### config.mk
export PLATFORM = sky130hd
export DESIGN_NAME = debounce_array_flat
export DESIGN_NICKNAME = d
export VERILOG_FILES = /design/src/rtl/debounce_array_if.sv /design/src/rtl/debounce_array.sv /design/src/flat_wrapper.sv
export SDC_FILE = /design/constraint.sdc
export NUM_CORES = 1
export LEC_CHECK = 0
export ABC_CLOCK_PERIOD_IN_PS = 4950
export CORE_MARGIN = 2
export CORE_UTILIZATION = 65
export DETAILED_ROUTE_END_ITERATION = 12
export PLACE_DENSITY = 0.9
export SKIP_CTS_REPAIR_TIMING = 1
export SYNTH_ARGS = -nofsm -noshare
export SYNTH_HDL_FRONTEND = slang
export SYNTH_SLANG_ARGS = --single-unit
### constraint.sdc
create_clock -name clk -period 4.95 [get_ports clk]
set_input_delay 0.99 -clock clk [delete_from_list [all_inputs] [get_ports clk]]
set_output_delay 0.99 -clock clk [all_outputs]
set_load 0.005 [all_outputs]
### src/rtl/debounce_array_if.sv
// Pin-side bundle for debounce_array: raw inputs in, clean levels and per-channel events out.
// The slave modport is the debouncer; the master modport is whatever drives the raw pins.
interface debounce_array_if #(
    parameter int CHANNELS = 4
);
    logic [CHANNELS-1:0] btn_in;
    logic [CHANNELS-1:0] btn_out;
    logic [CHANNELS-1:0] btn_rise;
    logic [CHANNELS-1:0] btn_fall;
    logic [CHANNELS-1:0] btn_long;

    modport master (output btn_in, input btn_out, btn_rise, btn_fall, btn_long);
    modport slave  (input btn_in, output btn_out, btn_rise, btn_fall, btn_long);
endinterface

### src/rtl/debounce_array.sv
// Multi-channel synchroniser + debouncer with registered rise/fall pulses per channel.
// Long-press detector is built only when DEBOUNCE_LONGPRESS_EN is defined.
module debounce_lane #(
    parameter int DEBOUNCE_TIME = 500_000,
    parameter int LONG_TIME     = 50_000_000
) (
    input  logic clk,
    input  logic reset_n,
    input  logic raw,
    output logic level,
    output logic rise,
    output logic fall,
    output logic long_press
);
    localparam int DW = (DEBOUNCE_TIME > 1) ? $clog2(DEBOUNCE_TIME) : 1;
    localparam logic [DW-1:0] DB_MAX = DW'(DEBOUNCE_TIME - 1);

    logic          sync0, sync1;
    logic [DW-1:0] db_cnt;
    logic          accept;
    logic          fall_now;

    // Saturating at DB_MAX means the mismatch has persisted long enough.
    assign accept   = (sync1 != level) && (db_cnt == DB_MAX);
    assign fall_now = accept && level;

    always_ff @(posedge clk or negedge reset_n) begin
        if (!reset_n) begin
            sync0  <= 1'b0;
            sync1  <= 1'b0;
            db_cnt <= '0;
            level  <= 1'b0;
            rise   <= 1'b0;
            fall   <= 1'b0;
        end else begin
            sync0 <= raw;
            sync1 <= sync0;
            if ((sync1 == level) || accept) db_cnt <= '0;
            else                            db_cnt <= db_cnt + 1'b1;
            if (accept) level <= sync1;
            rise <= accept && !level;
            fall <= fall_now;
        end
    end

`ifdef DEBOUNCE_LONGPRESS_EN
    typedef enum logic {ARMED, FIRED} lp_state_t;

    localparam int HW = (LONG_TIME > 1) ? $clog2(LONG_TIME) : 1;
    localparam logic [HW-1:0] HOLD_MAX = HW'(LONG_TIME - 1);

    lp_state_t     state, state_d;
    logic [HW-1:0] hold, hold_d;
    logic          long_d;

    always_ff @(posedge clk or negedge reset_n) begin
        if (!reset_n) begin
            state      <= ARMED;
            hold       <= '0;
            long_press <= 1'b0;
        end else begin
            state      <= state_d;
            hold       <= hold_d;
            long_press <= long_d;
        end
    end

    // The releasing edge itself re-arms, so a fall never coincides with a long pulse.
    always_comb begin
        state_d = state;
        hold_d  = hold;
        long_d  = 1'b0;
        if (!level || fall_now) begin
            state_d = ARMED;
            hold_d  = '0;
        end else if (state == ARMED) begin
            if (hold == HOLD_MAX) begin
                long_d  = 1'b1;
                state_d = FIRED;
            end else begin
                hold_d = hold + 1'b1;
            end
        end
    end
`else
    // Detector compiled out: LONG_TIME has no effect and the output is constant low.
    assign long_press = 1'b0 & (LONG_TIME != 0);
`endif
endmodule

module debounce_array #(
    parameter int CHANNELS      = 4,
    parameter int DEBOUNCE_TIME = 500_000,
    parameter int LONG_TIME     = 50_000_000
) (
    input  logic             clk,
    input  logic             reset_n,
    debounce_array_if.slave  bus
);
    for (genvar i = 0; i < CHANNELS; i++) begin : g_lane
        debounce_lane #(
            .DEBOUNCE_TIME (DEBOUNCE_TIME),
            .LONG_TIME     (LONG_TIME)
        ) u_lane (
            .clk        (clk),
            .reset_n    (reset_n),
            .raw        (bus.btn_in[i]),
            .level      (bus.btn_out[i]),
            .rise       (bus.btn_rise[i]),
            .fall       (bus.btn_fall[i]),
            .long_press (bus.btn_long[i])
        );
    end
endmodule
### src/flat_wrapper.sv
// flat-port wrapper written by rule: the top's interface ports become plain ports
module debounce_array_flat 
#(
    parameter int CHANNELS      = 4,
    parameter int DEBOUNCE_TIME = 500_000,
    parameter int LONG_TIME     = 50_000_000
)
  (clk, reset_n, bus_btn_in, bus_btn_out, bus_btn_rise, bus_btn_fall, bus_btn_long);
  debounce_array_if #(.CHANNELS(CHANNELS)) bus_i ();
  input  logic clk;
  input  logic reset_n;
  input wire logic [$bits(bus_i.btn_in)-1:0] bus_btn_in;
  output wire logic [$bits(bus_i.btn_out)-1:0] bus_btn_out;
  output wire logic [$bits(bus_i.btn_rise)-1:0] bus_btn_rise;
  output wire logic [$bits(bus_i.btn_fall)-1:0] bus_btn_fall;
  output wire logic [$bits(bus_i.btn_long)-1:0] bus_btn_long;
  assign bus_i.btn_in = bus_btn_in;
  assign bus_btn_out = bus_i.btn_out;
  assign bus_btn_rise = bus_i.btn_rise;
  assign bus_btn_fall = bus_i.btn_fall;
  assign bus_btn_long = bus_i.btn_long;
  debounce_array #(.CHANNELS(CHANNELS), .DEBOUNCE_TIME(DEBOUNCE_TIME), .LONG_TIME(LONG_TIME)) u_core (.clk(clk), .reset_n(reset_n), .bus(bus_i));
endmodule
==> impl_metrics.ini, run 1 <==
[power]
powerDensity_nw_per_um2 = 275
p_leak_uw = 0.00193
irDropWorstVdd_v = 0.000164

[die]
fp.dieW_um = 88.2
initial_core_util = 0.674
die_h_um = 88.2
fp-row-count = 30
dieArea_um2 = 7780
top_level_ports = 22
fp.coreArea_um2 = 6830

[route]
drt-met1-wl_mm = 3.79
drcViolationCount = 0
avgViaCountPerCell = 6.03
dr.pass1.iters = 4
met2WireLength_mm = 4.36
totalWireLength_mm = 8.71
via_count = 3391
first_iter_violations = 186
ant_nets = 0
wl_per_cell_um = 15.5
topRoutingLayerUsed = met4
wl_met3_um = 344

[hold_path]
hold_end = u_core.g_lane[1].u_lane.sync1
worst_hold_startpoint = u_core.g_lane[1].u_lane.sync0
holdPathStages = 0
min_path_type = reg -> reg

[yosys]
synthTopCellsByArea = dfrtp_1 (52%), xnor2_1 (7.8%), nor2_1 (5.5%)
yosys_warnings = 0
avgSynthCellArea_um2 = 10.1
yosysTopAreaCell = dfrtp_1
synthCells = 455
yosys.cell_types.count = 40
synthArstFlopShare = 1.00
synth-seq-cells = 96
synth_edf_count = 0
netlist_area_um2 = 4610
synth_top_area_frac = 0.521
synth-main-ff-cell = dfrtp_1
seq_area_frac_synth = 0.521

[final_layout]
layout-drive-gt1-share = 0.0751
area_growth_pct = 7.36
antenna_cells = 0
nets = 471
fillers = 463
seqCellArea_um2 = 2400
stdcell_count = 562
multiInputGateArea_um2 = 2020

[clock_tree]
cts_buffer_depth = 2
cts_tree = yes
cts_sinks = 96
h-tree-depth = 3
clkSlewWorstSetupHoldPaths_ns = 0.09
insertion_delay_ns = 0.37
cts_inserted_buffers = 9
cts-root-buf = clkbuf_8

[worst_setup_path]
worstPathArrival_ns = 2.66
r2r_end = u_core.g_lane[1].u_lane.db_cnt[12]
cp_max_fo = 18
required_ns = 5.14
crit_path_end_kind = flip-flop
worstRegToRegCells = 5
rrSetupSlack_ns = 2.48
path_class = reg -> reg
r2r_start = u_core.g_lane[1].u_lane.db_cnt[1]
startpoint_type = flip-flop

[run]
maxCapViolations = 0

[global_route]
grt_max_degree = 97
grt_pass1_vias = 3261
grt-ovfl-total = 0
grt_antenna_before_repair = 0
track_usage = 0.238
grt_pass1_wl_mm = 14.4

[sta]
drv_slew = 0
hold_viol = 0
slew_headroom = 0.134
fin_crit_sh = 0.499
skew_ns = 0.0131
finalCriticalPeriod_ns = 2.47
finalSetupTns_ns = 0
rsz0062_at_grt = no
fmax_mhz = 405
worstMarginPinSlew_ns = 1.29
setup_viol = 0

[run_status]
status = completed

[place]
dp_cells = 546
dp_hpwl_mm = 5.81
port_buffers = 17
globalplace.congestion = 0.856
-- layout by cell type, fill, tap and decap left out, drive strengths merged, types with 5 or more instances in the layout --
cell type      netlist  layout
o31ai                5       5
nor3                14      14
or3                  9       9
o21ai                9       9
nor3b               10      10
nor2                68      68
a21oi               13      13
inv                  9      11
xor2                18      18
and3                 7       7
clkdlybuf4s50        0      16
nor4                18      18
clkbuf               9      10
or4                  8       8
nand3               28      28
nand4               25      25
dfrtp               96      96
xnor2               41      41
nand2               23      23
-- where the power goes --
| part | leakage [µW] | switching [µW] | internal [µW] |
|---|---|---|---|
| combinational | 0.000521 | 32.7 | 13.6 |
| sequential | 0.00131 | 12.3 | 795 |
| clock | 0.0000971 | 272 | 236 |
| total | 0.00193 | 317 | 1040 |
-- routing by layer --
metal	GRT usage	vias up
met5	0	-
met4	0.105	0
met3	0.0518	26
met2	0.389	95
met1	0.306	1674
li1	-	1596
-- state kept, by name, summed over array words and instances (netlist names) --
| signal | cells |
|---|---|
| u_core.g_lane.u_lane.db_cnt | 76 |
| u_core.g_lane.u_lane.fall | 4 |
| u_core.g_lane.u_lane.level | 4 |
| u_core.g_lane.u_lane.rise | 4 |
| u_core.g_lane.u_lane.sync0 | 4 |
| u_core.g_lane.u_lane.sync1 | 4 |
-- worst max-delay path, cell delays in order, from the launching register on --
cell,delay (ns)
dfrtp_1,0.42
ha_1,0.26
and4_1,0.32
nand3_1,0.12
o31ai_2,1.03
nor2_1,0.14
-- synth_stat cells, types with 3 or more instances --
library cell  number
nor3b_1           10
xnor2_1           41
mux2_2             4
clkbuf_1           8
a21oi_1           13
nand4_1           24
nand2_1           23
or3_1              6
or2_2              4
buf_4             16
inv_1              9
or3_2              3
and3_1             7
xor2_1            18
nor4_1            18
ha_1               4
or4_1              7
o31ai_1            4
nor2_1            68
nor3_1            14
o21ai_0            7
nand3_1           28
dfrtp_1           96
-- worst max path at each step --
stage | to | cells after the start | slack [ns] | from
global placement | u_core.g_lane[1].u_lane.db_cnt[3] | 5 | 2.68 | u_core.g_lane[1].u_lane.db_cnt[0]
finish | u_core.g_lane[1].u_lane.db_cnt[12] | 5 | 2.48 | u_core.g_lane[1].u_lane.db_cnt[1]
floorplan | u_core.g_lane[3].u_lane.db_cnt[18] | 5 | 3.04 | u_core.g_lane[3].u_lane.db_cnt[0]
global route | u_core.g_lane[1].u_lane.db_cnt[10] | 5 | 2.33 | u_core.g_lane[1].u_lane.db_cnt[0]
CTS | u_core.g_lane[1].u_lane.db_cnt[12] | 5 | 2.52 | u_core.g_lane[1].u_lane.db_cnt[0]
detailed placement | u_core.g_lane[1].u_lane.db_cnt[16] | 5 | 2.54 | u_core.g_lane[1].u_lane.db_cnt[0]
-- cells by family (layout without fill, tap and decap cells) --
| family | after synthesis | count (layout) | share of synthesized area |
|---|---|---|---|
| compound gates | 30 | 30 | 0.0405 |
| xor+xnor | 59 | 59 | 0.112 |
| fa+ha+maj | 4 | 4 | 0.0109 |
| buf+inv | 35 | 43 | 0.0421 |
| flops | 96 | 96 | 0.521 |
| mux | 4 | 4 | 0.00978 |
| other cells | 1 | 4 | 0.000814 |
| simple gates | 226 | 226 | 0.262 |
-- cell type report --
class                           instances  share of cell area
Clock inverter                          6              0.0132
Timing Repair Buffer                   18              0.0354
Inverter                                9             0.00683
Clock buffer                           10              0.0258
Tap cell                               96              0.0243
Multi-Input combinational cell        327               0.409
Sequential cell                        96               0.486
-- through the flow --
| step | instance area [µm²] | utilization | hold WS (ns) | setup WS [ns] | total power (µW) |
|---|---|---|---|---|---|
| after global routing | 4950 | 0.724 | 0.367 | 2.33 | 1420 |
| after floorplan | 4620 | - | 0.331 | 3.04 | 844 |
| after detailed placement | 4750 | 0.696 | 0.335 | 2.54 | 869 |
| after CTS | 4950 | 0.724 | 0.356 | 2.52 | 1370 |
| final | 4950 | 0.724 | 0.354 | 2.48 | 1360 |
| after global placement | 4750 | 0.696 | 0.334 | 2.68 | 865 |
Note: power is estimated with default switching activity, not from simulation.
==> run 2, diff against run 1 <==
--- a/config.mk
+++ b/config.mk
@@ -5,11 +5,11 @@
 export SDC_FILE = /design/constraint.sdc
 export NUM_CORES = 1
 export LEC_CHECK = 0
-export ABC_CLOCK_PERIOD_IN_PS = 4950
+export ABC_CLOCK_PERIOD_IN_PS = 2450
 export CORE_MARGIN = 2
-export CORE_UTILIZATION = 65
+export CORE_UTILIZATION = 60
 export DETAILED_ROUTE_END_ITERATION = 12
-export PLACE_DENSITY = 0.9
+export PLACE_DENSITY = 0.84
 export SKIP_CTS_REPAIR_TIMING = 1
 export SYNTH_ARGS = -nofsm -noshare
 export SYNTH_HDL_FRONTEND = slang
==> constraint.sdc (replaced) <==
create_clock -name clk -period 2.45 [get_ports clk]
set_input_delay 0.49 -clock clk [delete_from_list [all_inputs] [get_ports clk]]
set_output_delay 0.49 -clock clk [all_outputs]
set_load 0.005 [all_outputs]
==> impl_metrics.ini, run 2 (synthesized netlist as in run 1, its figures left out) <==
[route]
ant_nets = 0
via_count = 3395
avgViaCountPerCell = 5.90
wl_per_cell_um = 15.0
dr.pass1.iters = 4
first_iter_violations = 165
drcViolationCount = 0
totalWireLength_mm = 8.63

[sta]
fmax_mhz = 508
slew_headroom = 0.644
finalWorstSetupSlack_ns = 0.483
hold_viol = 0
worstMarginPinSlew_ns = 0.535
skew_ns = 0.0117
rsz0062_at_grt = no
finalSetupTns_ns = 0
setup_viol = 0
finalCriticalPeriod_ns = 1.97
fin_crit_sh = 0.803
drv_slew = 0

[power]
swShare = 0.227
switchingPower_uw = 651
p_leak_uw = 0.00199
power.internal_uw = 2220
combPwrFrac = 0.037
irDropWorstVdd_v = 0.000318
sequentialPowerShare = 0.568
clkPwrFrac = 0.395
powerDensity_nw_per_um2 = 566

[die]
top_level_ports = 22
fp-row-count = 31
fp.coreArea_um2 = 7330
dieArea_um2 = 8400
initial_core_util = 0.628
die_h_um = 91.6
fp.dieW_um = 91.6

[final_layout]
layout-drive-gt1-share = 0.0966
final_common_cell = dfrtp_1
largest_register_ffs = 76
largest_register = u_core.g_lane.u_lane.db_cnt
area_growth_pct = 10.0
nets = 482
antenna_cells = 0
most-common-layout-cells = dfrtp_1 (96), nor2_1 (68), xnor2_1 (41), nand3_1 (28), nand4_1 (24)

[run_status]
status = completed

[worst_setup_path]
r2r_start = u_core.g_lane[2].u_lane.db_cnt[3]
startpoint_type = flip-flop
required_ns = 2.74
cp_max_fo = 8
rrSetupSlack_ns = 0.48
r2r_end = u_core.g_lane[2].u_lane.db_cnt[17]
worstPathArrival_ns = 2.26
crit_path_end_kind = flip-flop
path_class = reg -> reg
worstRegToRegCells = 4

[clock_tree]
cts_buffer_depth = 2
insertion_delay_ns = 0.37
clkSlewWorstSetupHoldPaths_ns = 0.10
cts_tree = yes
cts_sinks = 96
h-tree-depth = 3
cts-root-buf = clkbuf_8
cts_inserted_buffers = 9

[place]
post-place-ws_ns = 0.493
dp_hpwl_mm = 5.84
globalplace.congestion = 0.885
port_buffers = 17

[run]
maxCapViolations = 0

[hold_path]
min_path_type = in -> async

[global_route]
track_usage = 0.223
grt_antenna_before_repair = 0
grt_pass1_wl_mm = 15.2
grt_pass1_vias = 3298
grt-ovfl-total = 0
grt_max_degree = 42
-- run 2: cell types whose count changed in the layout (fill, tap and decap cells not counted), sizes merged --
cell and change:
buf +11, bufinv +1, clkbuf -1, clkinv -2, clkinvlp +2, inv -1
-- run 2: metrics by stage --
stage          cells  total power [µW]  hold slack [ns]  utilization  instance area, µm²
2_1_floorplan    458              1710            0.194            -                4620
3_3_place_gp     560              1760            0.333        0.662                4850
3_5_place_dp     560              1770            0.337        0.662                4850
4_1_cts          575              2890            0.113        0.692                5070
5_1_grt          575              2970            0.135        0.692                5070
6_report         575              2870            0.103        0.692                5070
-- run 2: how the worst max path moves through the flow --
stage | startpoint | end | slack [ns]
after CTS | u_core.g_lane[2].u_lane.db_cnt[3] | u_core.g_lane[2].u_lane.db_cnt[17] | 0.48
after global placement | u_core.g_lane[1].u_lane.db_cnt[5] | u_core.g_lane[1].u_lane.level | 0.56
after global routing | u_core.g_lane[1].u_lane.db_cnt[5] | u_core.g_lane[1].u_lane.level | 0.29
after detailed placement | u_core.g_lane[2].u_lane.db_cnt[3] | u_core.g_lane[2].u_lane.db_cnt[17] | 0.49
final | u_core.g_lane[2].u_lane.db_cnt[3] | u_core.g_lane[2].u_lane.db_cnt[17] | 0.48
after floorplan | u_core.g_lane[3].u_lane.db_cnt[0] | u_core.g_lane[3].u_lane.db_cnt[18] | 0.54
-- run 2: critical path, stage by stage (launching register included) --
cell,delay [ns]
dfrtp_1,0.47
nand4_4,0.18
or4_4,0.60
or4_1,0.49
a21oi_1,0.15
-- run 2: power groups by stage --
stage	Clock [µW]	Sequential, µW	Combinational, µW
after floorplan	0	1650	52.1
after global placement	0	1660	104
after detailed placement	0	1660	108
after CTS	1150	1630	109
after global routing	1220	1640	122
final	1130	1630	106
-- run 2: final cells by class --
class,instances,area [µm²]
sequential,96,2400
tap,99,124
multi-input combinational,327,2020
inverter,9,33.8
clock inverter,6,93.8
fill,530,2260
clock buffer,9,124
timing repair buffer,29,270
-- run 2: metal layers --
metal  GRT usage  vias up  part of all wire
met5           0        -                 0
met1       0.301     1682              0.46
met4       0.111        0             0.017
li1            -     1617                 -
met3      0.0312       16             0.036
met2       0.356       80              0.49
